File: src/rtl/fifo_rd_ctrl_if.sv
// Consumer-side handshake of the FIFO read controller.
// Handshake: an entry moves when dout_valid && dout_ready are both high at a
// rising edge. Once dout_valid is high, dout and dout_valid hold until that
// transfer happens (or a flush/reset discards the entry). dout_valid never
// waits on dout_ready, and dout_ready may depend combinationally on dout_valid.
interface fifo_rd_ctrl_if #(
    parameter int WIDTH = 38
);
    logic [WIDTH-1:0] dout;
    logic             dout_valid;
    logic             dout_ready;

    modport master (output dout, output dout_valid, input dout_ready);
    modport slave  (input dout, input dout_valid, output dout_ready);
endinterface

File: src/rtl/fifo_rd_ctrl.sv
// Read-side controller for a dual-port-memory FIFO. It issues memory reads
// whenever data is available and the two-entry output buffer (head + skid)
// has room for it, so the consumer sees one entry per cycle while ready.
// Optional feature: define FIFO_RD_ALMOST_EMPTY_EN to drive almost_empty
// from total occupancy; otherwise almost_empty is tied low.
module fifo_rd_ctrl #(
    parameter int WIDTH     = 38,
    parameter int DEPTH     = 1024,
    parameter int ADDR      = 10,
    parameter int AE_THRESH = 4
) (
    input  logic                rd_clk,
    input  logic                rst_n,
    input  logic [ADDR:0]       wr_ptr,
    input  logic                flush,
    output logic                mem_rd_en,
    output logic [ADDR-1:0]     mem_rd_addr,
    input  logic [WIDTH-1:0]    mem_rd_data,
    fifo_rd_ctrl_if.master      out_if,
    output logic [ADDR:0]       rd_ptr,
    output logic                empty,
    output logic                almost_empty
);

    logic [ADDR:0]      rd_ptr_q;
    logic [ADDR:0]      rd_ptr_nxt;
    logic [ADDR:0]      mem_cnt;
    logic [1:0]         out_cnt;
    logic [1:0]         remain;
    logic [1:0]         out_cnt_nxt;
    logic [2:0]         room_used;
    logic               inflight;
    logic               pop;
    logic [WIDTH-1:0]   dout_q;
    logic [WIDTH-1:0]   skid_q;
    logic               dout_valid_q;

    // Entries still in memory; the wrap bit makes equal pointers mean empty.
    assign mem_cnt = wr_ptr - rd_ptr_q;

    // A pop during flush is ignored, so it cannot free buffer room either.
    assign pop = dout_valid_q && out_if.dout_ready && !flush;

    // Buffer slots committed after this cycle: held + arriving - leaving.
    assign room_used = {1'b0, out_cnt} + {2'b00, inflight} - {2'b00, pop};

    // rst_n gates the read so no read can leave while reset is held.
    assign mem_rd_en   = rst_n && !flush && (mem_cnt != '0) && (room_used < 3'd2);
    assign mem_rd_addr = rd_ptr_q[ADDR-1:0];

    // Slots left after a pop; an arriving entry lands in the first free one.
    assign remain      = out_cnt - {1'b0, pop};
    assign out_cnt_nxt = remain + {1'b0, inflight};

    // Pointer advance: wrap the address at the last location, flip wrap bit.
    assign rd_ptr_nxt = (rd_ptr_q[ADDR-1:0] == ADDR'(DEPTH - 1)) ?
                        {~rd_ptr_q[ADDR], {ADDR{1'b0}}} :
                        rd_ptr_q + (ADDR + 1)'(1);

    // Read pointer, in-flight tracking and the head/skid output buffer.
    always_ff @(posedge rd_clk or negedge rst_n) begin
        if (!rst_n) begin
            rd_ptr_q     <= '0;
            out_cnt      <= 2'd0;
            inflight     <= 1'b0;
            dout_q       <= '0;
            skid_q       <= '0;
            dout_valid_q <= 1'b0;
        end else if (flush) begin
            // Resynchronise to the writer and drop everything buffered or in flight.
            rd_ptr_q     <= wr_ptr;
            out_cnt      <= 2'd0;
            inflight     <= 1'b0;
            dout_valid_q <= 1'b0;
        end else begin
            if (mem_rd_en) begin
                rd_ptr_q <= rd_ptr_nxt;
            end
            inflight     <= mem_rd_en;
            out_cnt      <= out_cnt_nxt;
            dout_valid_q <= (out_cnt_nxt != 2'd0);
            if (pop && (out_cnt == 2'd2)) begin
                dout_q <= skid_q;
            end
            if (inflight) begin
                if (remain == 2'd0) begin
                    dout_q <= mem_rd_data;
                end else begin
                    skid_q <= mem_rd_data;
                end
            end
        end
    end

    assign out_if.dout       = dout_q;
    assign out_if.dout_valid = dout_valid_q;
    assign rd_ptr            = rd_ptr_q;

    assign empty = (mem_cnt == '0) && !inflight && (out_cnt == 2'd0);

`ifdef FIFO_RD_ALMOST_EMPTY_EN
    logic [ADDR+1:0] occupancy;
    assign occupancy    = {1'b0, mem_cnt} + (ADDR + 2)'(inflight) + (ADDR + 2)'(out_cnt);
    assign almost_empty = (occupancy <= (ADDR + 2)'(AE_THRESH));
`else
    assign almost_empty = 1'b0;
`endif

endmodule

File: src/flat_wrapper.sv
// flat-port wrapper written by rule: the top's interface ports become plain ports
module fifo_rd_ctrl_flat 
#(
    parameter int WIDTH     = 38,
    parameter int DEPTH     = 1024,
    parameter int ADDR      = 10,
    parameter int AE_THRESH = 4
)
  (rd_clk, rst_n, wr_ptr, flush, mem_rd_en, mem_rd_addr, mem_rd_data, rd_ptr, empty, almost_empty, out_if_dout, out_if_dout_valid, out_if_dout_ready);
  fifo_rd_ctrl_if #(.WIDTH(WIDTH)) out_if_i ();
  input  logic rd_clk;
  input  logic rst_n;
  input  logic [ADDR:0] wr_ptr;
  input  logic flush;
  output logic mem_rd_en;
  output logic [ADDR-1:0] mem_rd_addr;
  input  logic [WIDTH-1:0] mem_rd_data;
  output logic [ADDR:0] rd_ptr;
  output logic empty;
  output logic almost_empty;
  output wire logic [$bits(out_if_i.dout)-1:0] out_if_dout;
  output wire logic [$bits(out_if_i.dout_valid)-1:0] out_if_dout_valid;
  input wire logic [$bits(out_if_i.dout_ready)-1:0] out_if_dout_ready;
  assign out_if_dout = out_if_i.dout;
  assign out_if_dout_valid = out_if_i.dout_valid;
  assign out_if_i.dout_ready = out_if_dout_ready;
  fifo_rd_ctrl #(.WIDTH(WIDTH), .DEPTH(DEPTH), .ADDR(ADDR), .AE_THRESH(AE_THRESH)) u_core (.rd_clk(rd_clk), .rst_n(rst_n), .wr_ptr(wr_ptr), .flush(flush), .mem_rd_en(mem_rd_en), .mem_rd_addr(mem_rd_addr), .mem_rd_data(mem_rd_data), .out_if(out_if_i), .rd_ptr(rd_ptr), .empty(empty), .almost_empty(almost_empty));
endmodule
File: config.mk
export PLATFORM = sky130hd
export DESIGN_NAME = fifo_rd_ctrl_flat
export DESIGN_NICKNAME = d
export VERILOG_FILES = /design/src/rtl/fifo_rd_ctrl_if.sv /design/src/rtl/fifo_rd_ctrl.sv /design/src/flat_wrapper.sv
export SDC_FILE = /design/constraint.sdc
export NUM_CORES = 1
export LEC_CHECK = 0
export ABC_AREA = 0
export CORE_UTILIZATION = 45
export CTS_CLUSTER_DIAMETER = 150
export CTS_CLUSTER_SIZE = 20
export DETAILED_ROUTE_END_ITERATION = 6
export GPL_TIMING_DRIVEN = 0
export MAX_ROUTING_LAYER = met4
export PLACE_DENSITY = 0.77
export SLEW_MARGIN = 20
export SYNTH_ARGS = -nofsm -noshare
export SYNTH_HDL_FRONTEND = slang
export SYNTH_SLANG_ARGS = --single-unit
File: constraint.sdc
create_clock -name rd_clk -period 3.3 [get_ports rd_clk]
set_clock_uncertainty 0.05 [all_clocks]
set_input_delay 0.66 -clock rd_clk [delete_from_list [all_inputs] [get_ports rd_clk]]
set_output_delay 0.66 -clock rd_clk [all_outputs]
set_load 0.1 [all_outputs]
==> results by group <==
Run status
  – Outcome: finished with violations
  – Failing checks: setup timing

Drt
  – Via count: 4001
  – DRT Wirelength: 12250 um
  – DRT Pass-1 Iters: 4
  – 1st-iter DRT viols: 206
  – # DRC: 0
  – Routed Antenna Nets: 0
  – Post-DR vias/cell: 5.542
  – Wirelength per Cell: 16.97 um

Global route
  – First-pass GRT wire length: 19020 um
  – Largest net degree at the start of global routing: 55
  – Initial antenna violation count: 0
  – Number of global-route vias before repair: 3975
  – Grt ovf: 0
  – Total GRT Usage: 0.2396

Setup path
  – CP Class: reg2out
  – Slowest CP cell: or4_4
  – CP endpoint kind: primary output
  – Top cell by count, worst path: buf_6
  – CP arrival: 3.17 ns
  – CP required: 2.59 ns
  – Max stage delay on crit path: 0.53 ns
  – CP top delay family: compound AO/OA/AOI/OAI gates
  – CP max FO: 4
  – Startpoint types: flop
  – Crit path buf inv count: 3
  – Worst path cell trace: inv_2 -> ha_4 -> o21a_1 -> a21boi_2 -> or4_4 -> a2111oi_4 -> o221ai_4 -> buf_6 -> nor4_4 -> buf_6

Logic synthesis
  – Synth warn: 0
  – Synthesis-stage register bit count: 91
  – Mapped Nets: 513
  – Seq/Total Area, Yosys: 0.4959
  – Count of cell types in the netlist: 51
  – Post-synth EDFFs: 0
  – Synth Instances: 445
  – Netlist Area Pre-Place: 4592 um2
  – Avg Inst Size Synth: 10.32 um2
  – Post-synth ARST share: 1.000
  – Synth Flop Type: dfrtp_1

Finish
  – Layout area overhead: 40.68%
  – Final Cell Area: 6460 um2
  – Core Util, Final: 0.6579
  – Layout Nets: 652
  – Layout cells sized above 1: 0.2309
  – Diode count: 0

Die
  – Initial Util: 0.4676
  – Die area: 10610 um2
  – Core Rows: 36
  – Die width: 103.0 um
  – Num ports: 116
  – Core region area: 9819 um2
  – Die Ht: 103.0 um

STA
  – Final slew viol count: 0
  – Fmax: 257.4 MHz
  – Final Hold Fails: 0
  – RSZ-0062 raised after global routing: true
  – Worst Max-Slew Pin Slew: 1.033 ns
  – Period utilization: 1.177
  – Time the worst path needs with I/O delays and setup: 3.885 ns
  – Worst hold slack: 0.1361 ns
  – Final setup fails: 2
  – Setup ws final: -0.5845 ns
  – Slew HR: 0.3092

Power
  – Static leakage: 2.651 nW
  – Worst vdd ir: 0.6005 mV
  – Pwr Total: 6.608 mW
  – Power Dens Cells: 1023 nW/um2

Place
  – GPL Wtd Cong: 0.8280
  – Post-DP Area: 6033 um2
  – Port bufs: 114
  – HPWL after DPL: 8683 um
  – Dpl ws: -2.029 ns

CTS
  – Htree depth: 3
  – Clock Sinks: 91
  – Worst-path clk slew: 0.11 ns
  – CTS tree: done
  – Worst skew pair latency: 0.37 ns
  – Root buf cell: clkbuf_8
  – Total CTS buffers: 9
  – Clock buffer depth: 2

Job
  – Max-cap violations: 0

Worst hold path
  – HP Class: in2async
worst register-to-register path, stage by stage, from the launching register on:
cell and delay, ns:
dfrtp_4 0.51, inv_2 0.07, ha_4 0.20, o21a_1 0.17, a21boi_2 0.16, or4_4 0.53
a2111oi_4 0.41, o221ai_4 0.19, buf_6 0.17, and2_4 0.15, buf_4 0.14, buf_4 0.12
o311ai_2 0.20
kinds of logic (layout without fill, tap and decap cells):
logic type,count (synthesis),count (layout),synth area share
mux,41,41,0.09973
buf+inv,51,195,0.05095
flops,91,91,0.4959
simple gates,115,115,0.1183
fa+ha+maj,15,15,0.04251
other cells,1,1,0.0008167
compound gates,124,124,0.1785
xor+xnor,7,7,0.01335
sequential cells by signal, summed over array words and instances, names as in the netlist:
| signal | cells |
|---|---|
| u_core.inflight | 1 |
| u_core.out_cnt | 2 |
| u_core.out_if.dout | 38 |
| u_core.out_if.dout_valid | 1 |
| u_core.rd_ptr | 11 |
| u_core.skid_q | 38 |
per-stage QoR:
step,setup TNS [ns],cells
2_1_floorplan,-0.9872,445
3_3_place_gp,-222.76,692
3_5_place_dp,-28.26,693
4_1_cts,-1.133,716
5_1_grt,-1.237,722
6_report,-1.073,722
metal layers:
layer  part of all wire  up-vias  GRT usage
met2               0.48      126     0.3785
met4              0.018        0    0.08451
met3              0.058       24    0.04407
met5                  0        -          -
li1                   -     1897          -
met1               0.44     1954     0.3097
cells in the mapped netlist, types with 2 or more instances:
master,number,area share
dfrtp_1,91,0.50
nor2_1,52,0.043
a21oi_1,51,0.056
mux2_2,38,0.093
o22ai_1,38,0.052
clkbuf_1,24,0.020
nand2_1,20,0.016
ha_1,14,0.038
inv_1,14,0.011
buf_4,11,0.018
nand3_1,10,0.011
o21ai_0,8,0.0087
nand4_1,6,0.0082
nor4_1,5,0.0068
xor2_1,5,0.0095
a31oi_1,4,0.0054
a32o_1,4,0.0087
and3_1,4,0.0054
mux2i_1,3,0.0065
nor3_1,3,0.0033
o21a_1,3,0.0049
o311ai_2,3,0.011
and2_1,2,0.0027
nand2b_1,2,0.0027
nand4b_1,2,0.0038
o211ai_1,2,0.0033
xnor2_1,2,0.0038
worst paths after layout:
kind / startpoint / to / slack, ns / cells after the start
max: u_core.rd_ptr[2] / empty / -0.58 / 10
min: rst_n / u_core.skid_q[0] / 0.14 / 1
max reg2reg: u_core.rd_ptr[2] / u_core.rd_ptr[4] / 0.14 / 12
min reg2reg: u_core.skid_q[16] / u_core.skid_q[16] / 0.46 / 1
max in group asynchronous: rst_n / u_core.rd_ptr[9] / 2.47 / 2
min in group rd_clk: u_core.skid_q[16] / u_core.skid_q[16] / 0.46 / 1
cell type report:
type | instances | area (um2)
inverters | 14 | 55.05
flip-flops and latches | 91 | 2306
fillers | 807 | 3359
clock buffers | 9 | 123.9
multi-input cells | 303 | 2271
plain buffers | 35 | 186.4
repair buffers | 130 | 1292
well taps | 133 | 166.4
clock inverters | 7 | 58.81
layout by cell type, fill, tap and decap left out, types with 4 or more instances in the layout:
cell type          n
inv_1             10
buf_4             25
ha_1               5
nand2_1           20
nand3_1           10
ha_4               9
mux2_2            38
o22ai_1           38
clkbuf_8           9
clkdlybuf4s50_1  102
clkbuf_1          17
clkbuf_2           5
dfrtp_1           80
o21ai_0            6
nand4_1            6
buf_6              4
a32o_1             4
dfrtp_4            6
dlygate4sd2_1      7
a21oi_1           50
xor2_1             5
dfrtp_2            5
nor2_1            52
power by group:
part,internal (mW),switching (mW)
sequential,1.61,0.304
combinational,1.13,2.84
clock,0.287,0.428
total,3.04,3.57
timing repair:
| action | 4_1_cts | 5_1_grt |
|---|---|---|
| setup buffers | 9 | 6 |
| hold buffers | 0 | 0 |
| gates resized for setup | 44 | 15 |
| pin swaps | 8 | 1 |
| endpoints found under the setup margin | 46 | 31 |
| hold endpoints to repair | 0 | 0 |
Note: power is estimated with default switching activity, not from simulation.
